--- src/rtl/ncl_tb_pkg.sv ---
// Shared NCL boundary types: FSM states, dual-rail codes, defaults.
// Used by the sync->NCL driver and the matching NCL->sync receiver.
package ncl_tb_pkg;

  localparam int NCL_WIDTH       = 4;
  localparam int NCL_SYNC_STAGES = 2;
  localparam int NCL_TIMEOUT     = 255;

  typedef enum logic [1:0] {
    ST_IDLE     = 2'd0,
    ST_DATA     = 2'd1,
    ST_NULL_RET = 2'd2
  } ncl_state_e;

  // Dual-rail codes as {rail_t, rail_f}.
  localparam logic [1:0] DR_NULL  = 2'b00;
  localparam logic [1:0] DR_DATA0 = 2'b01;
  localparam logic [1:0] DR_DATA1 = 2'b10;

  function automatic logic [1:0] dr_enc(
    input logic b
  );
    return b ? DR_DATA1 : DR_DATA0;
  endfunction

endpackage

--- src/rtl/ncl_ki_sync.sv ---
// STAGES-deep synchronizer for the asynchronous ki completion input.
// Ports: clk, rst_n (async clear), d (async in), q (synchronized out).
module ncl_ki_sync #(
  parameter int STAGES = 2
) (
  input  logic clk,
  input  logic rst_n,
  input  logic d,
  output logic q
);

  if (STAGES < 2 || STAGES > 4) begin : g_bad_stages
    $error("ncl_ki_sync: STAGES out of range");
  end

  logic [STAGES-1:0] ff;

  always_ff @(posedge clk or negedge rst_n) begin
    if (!rst_n) begin
      ff <= '0;
    end else begin
      ff <= {ff[STAGES-2:0], d};
    end
  end

  assign q = ff[STAGES-1];

endmodule

--- src/rtl/ncl_sync_dr_tx.sv ---
// Clocked-to-NCL driver: valid/ready words out as dual-rail DATA/NULL.
// Ports: in_valid/in_ready/in_data, rail_t/rail_f, ki, busy, timeout_err, wave_count.
module ncl_sync_dr_tx
  import ncl_tb_pkg::*;
#(
  parameter int WIDTH       = NCL_WIDTH,
  parameter int SYNC_STAGES = NCL_SYNC_STAGES,
  parameter int TIMEOUT     = NCL_TIMEOUT
) (
  input  logic             clk,
  input  logic             rst_n,
  input  logic             in_valid,
  output logic             in_ready,
  input  logic [WIDTH-1:0] in_data,
  output logic [WIDTH-1:0] rail_t,
  output logic [WIDTH-1:0] rail_f,
  input  logic             ki,
  output logic             busy,
  output logic             timeout_err,
  output logic [15:0]      wave_count
);

  if (TIMEOUT < 1 || TIMEOUT > 65535) begin : g_bad_tmo
    $error("ncl_sync_dr_tx: TIMEOUT out of range");
  end

  localparam logic [15:0] TMO_LIM = 16'(TIMEOUT);

  ncl_state_e       state_q;
  ncl_state_e       state_d;
  logic             ki_s;
  logic             accept;
  logic             drop;
  logic             tmo_run;
  logic [15:0]      tmo_q;
  logic [WIDTH-1:0] enc_t;
  logic [WIDTH-1:0] enc_f;

  ncl_ki_sync #(
    .STAGES (SYNC_STAGES)
  ) u_ki_sync (
    .clk   (clk),
    .rst_n (rst_n),
    .d     (ki),
    .q     (ki_s)
  );

  always_comb begin
    enc_t = '0;
    enc_f = '0;
    for (int i = 0; i < WIDTH; i++) begin
      {enc_t[i], enc_f[i]} = dr_enc(in_data[i]);
    end
  end

  assign busy     = (state_q != ST_IDLE);
  assign in_ready = (state_q == ST_IDLE) && ki_s;
  assign accept   = in_valid && in_ready;
  assign drop     = (state_q == ST_DATA) && !ki_s;

  always_comb begin
    state_d = state_q;
    unique case (state_q)
      ST_IDLE:     if (accept) state_d = ST_DATA;
      ST_DATA:     if (!ki_s)  state_d = ST_NULL_RET;
      ST_NULL_RET: if (ki_s)   state_d = ST_IDLE;
      default:                 state_d = ST_IDLE;
    endcase
  end

  // Counter runs only while a wavefront waits in the same state.
  assign tmo_run = busy && (state_d == state_q);

  always_ff @(posedge clk or negedge rst_n) begin
    if (!rst_n) begin
      state_q <= ST_IDLE;
    end else begin
      state_q <= state_d;
    end
  end

  // Whole word is loaded from one register so DATA is always complete.
  always_ff @(posedge clk or negedge rst_n) begin
    if (!rst_n) begin
      rail_t     <= '0;
      rail_f     <= '0;
      wave_count <= '0;
    end else if (accept) begin
      rail_t <= enc_t;
      rail_f <= enc_f;
    end else if (drop) begin
      rail_t     <= '0;
      rail_f     <= '0;
      wave_count <= wave_count + 16'd1;
    end else if (state_d == ST_IDLE) begin
      rail_t <= '0;
      rail_f <= '0;
    end
  end

  always_ff @(posedge clk or negedge rst_n) begin
    if (!rst_n) begin
      tmo_q <= '0;
    end else if (!tmo_run) begin
      tmo_q <= '0;
    end else if (tmo_q != TMO_LIM) begin
      tmo_q <= tmo_q + 16'd1;
    end
  end

  // Flag on the edge where the count reaches the limit; FSM keeps waiting.
  always_ff @(posedge clk or negedge rst_n) begin
    if (!rst_n) begin
      timeout_err <= 1'b0;
    end else if (tmo_run && (tmo_q + 16'd1 == TMO_LIM)) begin
      timeout_err <= 1'b1;
    end
  end

endmodule

--- config.mk ---
export PLATFORM = sky130hd
export DESIGN_NAME = ncl_sync_dr_tx
export DESIGN_NICKNAME = d
export VERILOG_FILES = /design/src/rtl/ncl_tb_pkg.sv /design/src/rtl/ncl_ki_sync.sv /design/src/rtl/ncl_sync_dr_tx.sv
export SDC_FILE = /design/constraint.sdc
export NUM_CORES = 1
export LEC_CHECK = 0
export CAP_MARGIN = 10
export CORE_AREA = 2 2 74 76
export DETAILED_ROUTE_END_ITERATION = 8
export DIE_AREA = 0 0 76 78
export DONT_BUFFER_PORTS = 1
export PLACE_DENSITY = 0.66
export SLEW_MARGIN = 15
export SYNTH_ARGS = -nofsm -noshare
export SYNTH_HDL_FRONTEND = slang
export SYNTH_SLANG_ARGS = --single-unit
--- constraint.sdc ---
create_clock -name clk -period 1.6 [get_ports clk]
set_input_delay 0.24 -clock clk [delete_from_list [all_inputs] [get_ports clk]]
set_output_delay 0.24 -clock clk [all_outputs]
set_load 0.05 [all_outputs]
== After elaboration in Yosys (flattened, before gate mapping) ==
Index checks and enable logic that the tools add are counted.

* Word-level logic and storage cells: 41
* Output and inout port bits: 27
* Register bits: 45
* Input bits: 8

* Reductions and logical operators: 11
* Mux-type cells: 14
* Equal/unequal tests: 6
* Add/subtract/negate cells: 2
* Bitwise logic cells: 1

{| class="wikitable"
|+ Operators by type and width
! cell !! count
|-
| 16-bit by 1-bit adder with 16-bit output (second input constant) || 2
|-
| 16-bit 2-to-1 mux || 2
|-
| 16-bit by 8-bit == test with 1-bit output (second input constant) || 1
|-
| 4-bit 2-to-1 mux || 4
|-
| 16-bit by 8-bit != test with 1-bit output (second input constant) || 1
|-
| 2-bit 2-to-1 mux || 7
|-
| 2-bit case mux with 3 select lines || 1
|-
| 1-bit logical AND || 5
|-
| 2-bit zero test || 2
|-
| 3-bit nonzero test || 1
|-
| 2-bit by 1-bit == test with 1-bit output (second input constant) || 1
|-
| 2-bit == test || 1
|-
| 2-bit == test (second input constant) || 1
|-
| 2-bit by 1-bit != test with 1-bit output (second input constant) || 1
|-
| 2-bit AND reduction || 1
|-
| 2-bit nonzero test || 1
|-
| 1-bit zero test || 1
|-
| 1-bit inverter || 1
|}

== Depth between registers and ports, before layout ==
Gate-level depths: netlist of run 1.

* Depth after elaboration: 9
* Mapped depth: 7
* Mapped depth without buffers: 6

== Modules after synthesis ==
Synthesis of run 1 repeated with hierarchy kept, for this count alone.

* Cell total of the unflattened synthesis: 198
* Area, all modules: 2120.8 µm²

{| class="wikitable"
|+ By module, submodules not included
! module !! sequential area each (µm²) !! area an instance (µm²) !! instances !! cells each
|-
| ncl_sync_dr_tx || 1076.0 || 2070.7 || 1 || 196
|-
| ncl_ki_sync || 50.0 || 50.0 || 1 || 2
|}

== Worst setup path after synthesis of run 1 ==
No wires, ideal clock.

* Path type: reg2reg
* Start: register wave_count[3]
* End: register wave_count[13]
* Setup time: 0.141 ns
* Arrival: 1.690 ns
* Slack: -0.231 ns
* Stages on the path, launching flop included: 6
* Period minus slack after synthesis: 1.831 ns
* Data required time: 1.459 ns
* Buffers on the path: 0
* Path through: dfrtp_1 > and4_1 > nand4_1 > nor3_1 > nand3_1 > xnor2_1

* Longest elaborated chain between the ends: 1

{| class="wikitable"
|+ Ends and longest elaborated chain
! item !! line !! RTL
|-
| start: declaration || ncl_sync_dr_tx.sv:20 || <nowiki>output logic [15:0] wave_count</nowiki>
|-
| start signal: assignment || ncl_sync_dr_tx.sv:94 || <nowiki>wave_count <= wave_count + 16'd1;</nowiki>
|-
| 16-bit by 1-bit adder with 16-bit output || ncl_sync_dr_tx.sv:94 ||
|}

No other way between the ends.
A chain may end at the register's enable or synchronous reset.

== Worst setup path after layout of run 1 ==
* Start: register tmo_q[0]
* End: register timeout_err

* Longest elaborated chain between the ends: 3

{| class="wikitable"
|+ Ends and longest elaborated chain
! item !! line !! RTL
|-
| start: declaration || ncl_sync_dr_tx.sv:35 || <nowiki>logic [15:0] tmo_q;</nowiki>
|-
| start signal: assignment || ncl_sync_dr_tx.sv:107 || <nowiki>tmo_q <= tmo_q + 16'd1;</nowiki>
|-
| 16-bit by 1-bit adder with 16-bit output || ncl_sync_dr_tx.sv:115 || <nowiki>end else if (tmo_run && (tmo_q + 16'd1 == TMO_LIM)) begin</nowiki>
|-
| 16-bit by 8-bit == test with 1-bit output || ncl_sync_dr_tx.sv:115 ||
|-
| 1-bit logical AND || ncl_sync_dr_tx.sv:115 ||
|-
| end signal: assignment || ncl_sync_dr_tx.sv:114 || <nowiki>timeout_err <= 1'b0;</nowiki>
|-
| end signal: assignment || ncl_sync_dr_tx.sv:116 || <nowiki>timeout_err <= 1'b1;</nowiki>
|-
| end: declaration || ncl_sync_dr_tx.sv:19 || <nowiki>output logic timeout_err,</nowiki>
|}

No other way between the ends.

==> qor.csv, run 1 <==
stage,metric,value,unit
status,status,"complete, but fails checks",
status,failing checks,negative setup slack,
synthesis,"EDFF count, synth",0,
cells_and_area,fill count,416,
sta,Slew headroom,66.36,%
placed_design,gpl congestion,0.8162,
placed_design,dpl ws,-116.3,ps
clocking,clk sinks,45,
die,core area,5042,um^2
cells_and_area,P&R area growth vs syn,34.29,%
die,Die Span Y,78,um
die,Die ar.,5928,um^2
setup_path,R2R Path End,timeout_err,
pwr,VDD IR max,0.8938,mV
clocking,H-tree Lvls,2,
sta,final setup TNS,-115.4,ps
synthesis,flop and latch count out of synthesis,45,
synthesis,Post-Syn Instances,200,
sta,Max Slew Vio Count,0,
synthesis,Syn Nets,211,
sta,RSZ-0062 raised after global routing,yes,
synthesis,Synth Warn #,0,
global_routing,initial antenna violation count,0,
global_routing,gr usage total,15.76,%
min_path,Hold EP,rail_f[3],
min_path,Hold Crit Depth,1,
setup_path,Worst EP arrival,1950,ps
route,router iterations before antenna repair,4,
setup_path,CP startpoint kind,flip-flop,
pwr,Overall Power,0.002750,W
synthesis,sequential share of the synthesized area,52.66,%
sta,fmax,583.0,MHz
die,# IOs,35,
cells_and_area,Final Core Density,56.95,%
sta,min cycle time layout,1715,ps
global_routing,first-pass GRT wire length,7493,um
route,Avg WL per Cell,13.23,um
clocking,"Reg clk slew, reported paths",80,ps
setup_path,R2R cell count,6,
synthesis,Synth Flop Type,dfrtp_1,
setup_path,WP data required,1840,ps
clocking,Skew-Pair Late Insertion Delay,300,ps
route,via count,1595,
sta,clk_skew,8.681,ps
setup_path,nature of the critical path endpoint,flip-flop,
cells_and_area,share of layout cells above drive strength 1,36.96,%
die,# rows,26,
route,DRT antenna net count,0,
sta,final setup violation count,1,
global_routing,total grt overflow,0,
setup_path,Setup CP Type,flip-flop to flip-flop,
pwr,Leak Pwr,1.288,nW
clocking,Root Buffer,clkbuf_8,
route,First DRT Iteration DRCs,54,
min_path,worst min-delay path startpoint,in_data[3],
setup_path,"Max FO, Critical Path",5,
route,Detailed Route WL,4326,um
placed_design,hpwl dp,3072,um
sta,final cycle utilization of the critical path,107.2,%
sta,Fin. Hold Viols,0,
placed_design,port bufs,0,
clocking,CTS tree,built,
synthesis,Avg Synthesized Cell Area,10.69,um^2
setup_path,R2R Path Start,tmo_q[0],
die,Initial Util,42.41,%
global_routing,number of global-route vias before repair,1566,
clocking,clock buffer depth,2,
synthesis,synthesized area,2138,um^2
min_path,Hold/Removal Path Class,primary input to flip-flop,
flow_run,total of max-cap violations,0,
sta,setup ws final,-115.4,ps
synthesis,"Distinct cells, synth",41,
global_routing,pin count of the biggest net entering global routing,46,
clocking,Num CTS Buffers,5,
sta,worst slew pin tran,504.6,ps
die,Die X,76,um
route,drt drc,0,
setup_path,reg-to-reg setup timing slack,-120,ps
cells_and_area,n_diodes,0,
synthesis,Async SR Flop Fraction,100.0,%
route,Vias/cell,4.878,
pwr,power per cell area,957.7,nW/um^2
cells_and_area,"Net count, final",267,
layout make-up:
| type | count | area, um^2 | share of cell area, % |
|---|---|---|---|
| sequential | 45 | 1139 | 39.65 |
| multi-input combinational | 145 | 1081 | 37.65 |
| timing repair buffer | 54 | 434.2 | 15.12 |
| tap | 70 | 87.58 | 3.050 |
| clock buffer | 6 | 72.57 | 2.527 |
| clock inverter | 2 | 38.79 | 1.351 |
| inverter | 5 | 18.77 | 0.6536 |
report_power, final:
group / internal, W / total (W) / switching [W]
Combinational: 0.000185 / 0.000577 / 0.000392
Sequential: 0.00122 / 0.00131 / 0.0000932
Clock: 0.000469 / 0.000859 / 0.000390
Total: 0.00187 / 0.00275 / 0.000875
synthesized netlist by cell type, types with 3 or more instances:
master    count  area [um^2]
xnor2_1      23        201.4
inv_1         5        18.77
nand2b_1      3        18.77
and3_1        3        18.77
nand2_1      21        78.83
nand4_1       4        25.02
dfrtp_1      45         1126
a22o_1        4        35.03
buf_2         3        15.01
nand3_1       8        40.04
xor2_1        8        70.07
ha_1          3        37.54
a21oi_1       6        30.03
o21ai_0       6        30.03
nor4_1        3        18.77
nor2_1       21        78.83
state kept, by name, indices dropped and copies added, names as in the netlist:
register,flops
wave_count,16
timeout_err,1
tmo_q,16
rail_t,4
rail_f,4
state_q,2
u_ki_sync.ff,2
critical path: stages, from the launching register on:
cell	delay [ps]
dfrtp_2	450
ha_4	180
nand4_4	90
nor3_4	70
or3_1	350
a2111oi_4	310
a41o_1	210
per-stage QoR:
step / cell area, um^2 / hold slack [ps] / cells
after floorplan: 2212 / -55.59 / 200
after global placement: 2631 / -54.80 / 314
after detailed placement: 2631 / -54.69 / 314
after CTS: 2819 / 34.60 / 326
after global routing: 2872 / 46.55 / 327
final: 2872 / 41.85 / 327
repair_timing:
item / CTS / global route
endpoints found under the setup margin: 7 / 14
gates resized for setup: 5 / 9
pin swaps: 2 / 2
setup buffers: 1 / 1
hold buffers: 3 / 0
endpoints found under the hold margin: 46 / 0
kinds of logic after synthesis:
logic type               after synthesis  synth area share [%]
AND/OR/NAND/NOR                       82                 20.77
flip-flops                            45                 52.66
XOR/XNOR                              31                 12.70
AO/OA/AOI/OAI                         26                 8.309
buffers and inverters                 10                 2.282
multiplexers                           3                 1.521
adder cells (fa/ha/maj)                3                 1.756
layer usage:
metal	part of all wire [%]	track usage [%]	vias up
met2	47	24.38	27
met4	1.2	4.909	0
met5	0	0	-
li1	-	-	795
met1	48	21.59	768
met3	4.6	4.535	5
worst max-delay path by stage:
stage,from,endpoint,slack (ps)
5_1_grt,tmo_q[0],timeout_err,-210
2_1_floorplan,tmo_q[2],timeout_err,-100
6_report,tmo_q[0],timeout_err,-120
3_3_place_gp,tmo_q[1],timeout_err,-70
3_5_place_dp,tmo_q[0],timeout_err,-120
4_1_cts,tmo_q[1],timeout_err,-120
layout by cell type (no fill, tap or decap), drive strengths merged:
cell type and n:
and3 4, nand4 6, a2111oi 1, buf 52, or3 2, dlygate4sd3 2, dfrtp 45, xnor2 23
a31o 1, ha 3, a21oi 6, nor4 3, nor3 4, a41o 2, a31oi 1, nand3 8
nand2 21, or2 2, nor2 21, and2 2, a22o 4, nand3b 1, mux2i 1, xor2 8
o21a 2, inv 5, nand2b 3, and4 1, clkbuf 6, bufinv 1, nor3b 3, clkinv 1
nor2b 1, o21ai 7, a211oi 2, mux2 2
Note: power is estimated with default switching activity, not from simulation.
==> inputs of run 2 (changes only) <==
--- a/config.mk
+++ b/config.mk
@@ -6,12 +6,13 @@
 export NUM_CORES = 1
 export LEC_CHECK = 0
 export CAP_MARGIN = 10
-export CORE_AREA = 2 2 74 76
+export CELL_PAD_IN_SITES_DETAIL_PLACEMENT = 2
+export CELL_PAD_IN_SITES_GLOBAL_PLACEMENT = 2
+export CORE_AREA = 2 2 81 83
 export DETAILED_ROUTE_END_ITERATION = 8
-export DIE_AREA = 0 0 76 78
+export DIE_AREA = 0 0 83 85
 export DONT_BUFFER_PORTS = 1
-export PLACE_DENSITY = 0.66
-export SLEW_MARGIN = 15
+export PLACE_DENSITY = 0.8
 export SYNTH_ARGS = -nofsm -noshare
 export SYNTH_HDL_FRONTEND = slang
 export SYNTH_SLANG_ARGS = --single-unit
==> run 2 against run 1 <==
  * The run still ends with negative setup slack left
  * Register-to-register slack worse by 150 ps
  * Global-route usage up 6.0 points
  * Count of clock-buffer cells in the layout up 1
  * Combinational power up 15%
  * Via count up 16%
  * Worst hold slack worse by 20 ps
  * Power down 0.86%
  * Critical path type unchanged
==> qor.csv, run 2 (synthesis gave the netlist of run 1 again) <==
stage,metric,value,unit
min_path,Hold/Removal Path Class,primary input to flip-flop,
setup_path,nature of the critical path endpoint,flip-flop,
die,# rows,29,
status,status,"complete, but fails checks",
sta,clk_skew,19.52,ps
pwr,power per cell area,872.3,nW/um^2
die,Die Span Y,85,um
clocking,H-tree Lvls,2,
cells_and_area,"Net count, final",279,
pwr,VDD IR max,0.8729,mV
sta,final cycle utilization of the critical path,116.3,%
setup_path,Setup CP Type,flip-flop to flip-flop,
pwr,Leak Pwr,1.407,nW
route,DRT antenna net count,0,
sta,Fin. Hold Viols,0,
placed_design,DP Cell Count,324,
clocking,"Reg clk slew, reported paths",100,ps
sta,Max Slew Vio Count,0,
route,drt drc,0,
sta,Slew headroom,63.95,%
placed_design,hpwl dp,5069,um
clocking,Skew-Pair Late Insertion Delay,320,ps
route,Detailed Route WL,8675,um
clocking,Num CTS Buffers,5,
cells_and_area,biggest regs,"tmo_q x16, wave_count x16",
cells_and_area,n_diodes,0,
die,# IOs,35,
die,Die X,83,um
global_routing,number of global-route vias before repair,2064,
setup_path,"Max FO, Critical Path",3,
die,Die ar.,7055,um^2
clocking,CTS tree,built,
sta,fmax,537.3,MHz
route,router iterations before antenna repair,4,
cells_and_area,share of layout cells above drive strength 1,47.58,%
cells_and_area,Final Core Density,50.37,%
sta,setup ws final,-261.1,ps
sta,worst slew pin tran,540.7,ps
sta,RSZ-0062 raised after global routing,yes,
die,Initial Util,34.46,%
status,failing checks,negative setup slack,
cells_and_area,fill count,606,
global_routing,initial antenna violation count,1,
global_routing,total grt overflow,0,
setup_path,WP data required,1790,ps
route,via count,1853,
sta,final setup violation count,10,
clocking,clock buffer depth,2,
setup_path,Worst EP arrival,2050,ps
route,First DRT Iteration DRCs,79,
global_routing,first-pass GRT wire length,11720,um
placed_design,port bufs,0,
route,Vias/cell,5.355,
cells_and_area,"commonest non-fill, non-tap cell in the layout",buf_4,
route,Avg WL per Cell,25.07,um
clocking,Root Buffer,clkbuf_8,
global_routing,pin count of the biggest net entering global routing,46,
sta,min cycle time layout,1861,ps
cells_and_area,P&R area growth vs syn,46.17,%
clocking,clk sinks,45,
cells_and_area,fin cells,346,
die,core area,6205,um^2
cells_and_area,"commonest cells after routing, fill and taps aside","buf_4 (54), dfrtp_1 (35), xnor2_1 (20)",
setup_path,CP startpoint kind,flip-flop,
flow_run,total of max-cap violations,0,
placed_design,gpl congestion,0.8126,
global_routing,gr usage total,21.71,%
==> run 2: changes by cell type in the layout (fill, tap and decap cells not counted), sizes merged <==
cell / before / now
buf: 52 / 64
bufinv: 1 / 0
clkbuf: 6 / 7
==> run 2: per-stage QoR <==
stage                     setup WS, ps  hold WS [ps]  power [W]  area, um^2  TNS (ps)
after floorplan                 -100.9        -55.59   0.001708        2212    -100.9
after global routing            -282.7         30.72   0.002813        3126     -2195
after CTS                       -150.6         18.50   0.002669        2910    -714.2
after detailed placement        -227.4        -54.75   0.001907        2663    -984.2
after global placement          -78.73        -54.87   0.001870        2663    -78.73
final                           -261.1         21.60   0.002726        3126    -649.9
==> run 2: power breakdown <==
group          switching, W  total, W  internal (W)
Combinational      0.000450  0.000661      0.000211
Clock              0.000424  0.000733      0.000308
Sequential         0.000111   0.00133       0.00122
==> run 2: routing by layer <==
metal	routed length, um	global-route usage, %
met5	13	0
met3	250	3.988
met2	4578	39.37
met1	3557	26.14
met4	276	7.004
==> run 2: critical path, stage by stage (launching register included) <==
cell     delay, ps
dfrtp_1        390
buf_4          120
nand3_2         80
or3_4          440
mux2i_1        160
mux2_2         290
a41o_1         250
==> run 2: worst paths after layout <==
path / from / end / slack, ps / cells after the start
worst max register to register: tmo_q[2] / timeout_err / -260 / 6
worst min register to register: u_ki_sync.ff[0] / u_ki_sync.ff[1] / 350 / 0
worst max-delay path: tmo_q[2] / timeout_err / -260 / 6
worst min-delay path: in_data[0] / rail_f[0] / 20 / 1
min in group asynchronous: rst_n / rail_t[0] / 420 / 2
max in group asynchronous: rst_n / tmo_q[5] / 940 / 2
==> run 2: area by class of cell <==
cell class | instances | area (um^2) | share of cell area (%)
Multi-Input combinational cell | 145 | 1239 | 39.63
Inverter | 5 | 18.77 | 0.6005
Clock inverter | 1 | 5.005 | 0.1601
Tap cell | 77 | 96.34 | 3.082
Timing Repair Buffer | 66 | 551.8 | 17.65
Sequential cell | 45 | 1139 | 36.43
Clock buffer | 7 | 76.32 | 2.442
==> run 2: timing repair <==
item / in CTS / in global routing
pin swaps: 7 / 10
hold buffers: 3 / 0
buffers inserted: 6 / 4
gates cloned: 0 / 1
endpoints found under the hold margin: 46 / 0
gates resized for setup: 14 / 42
setup endpoints to repair: 19 / 28
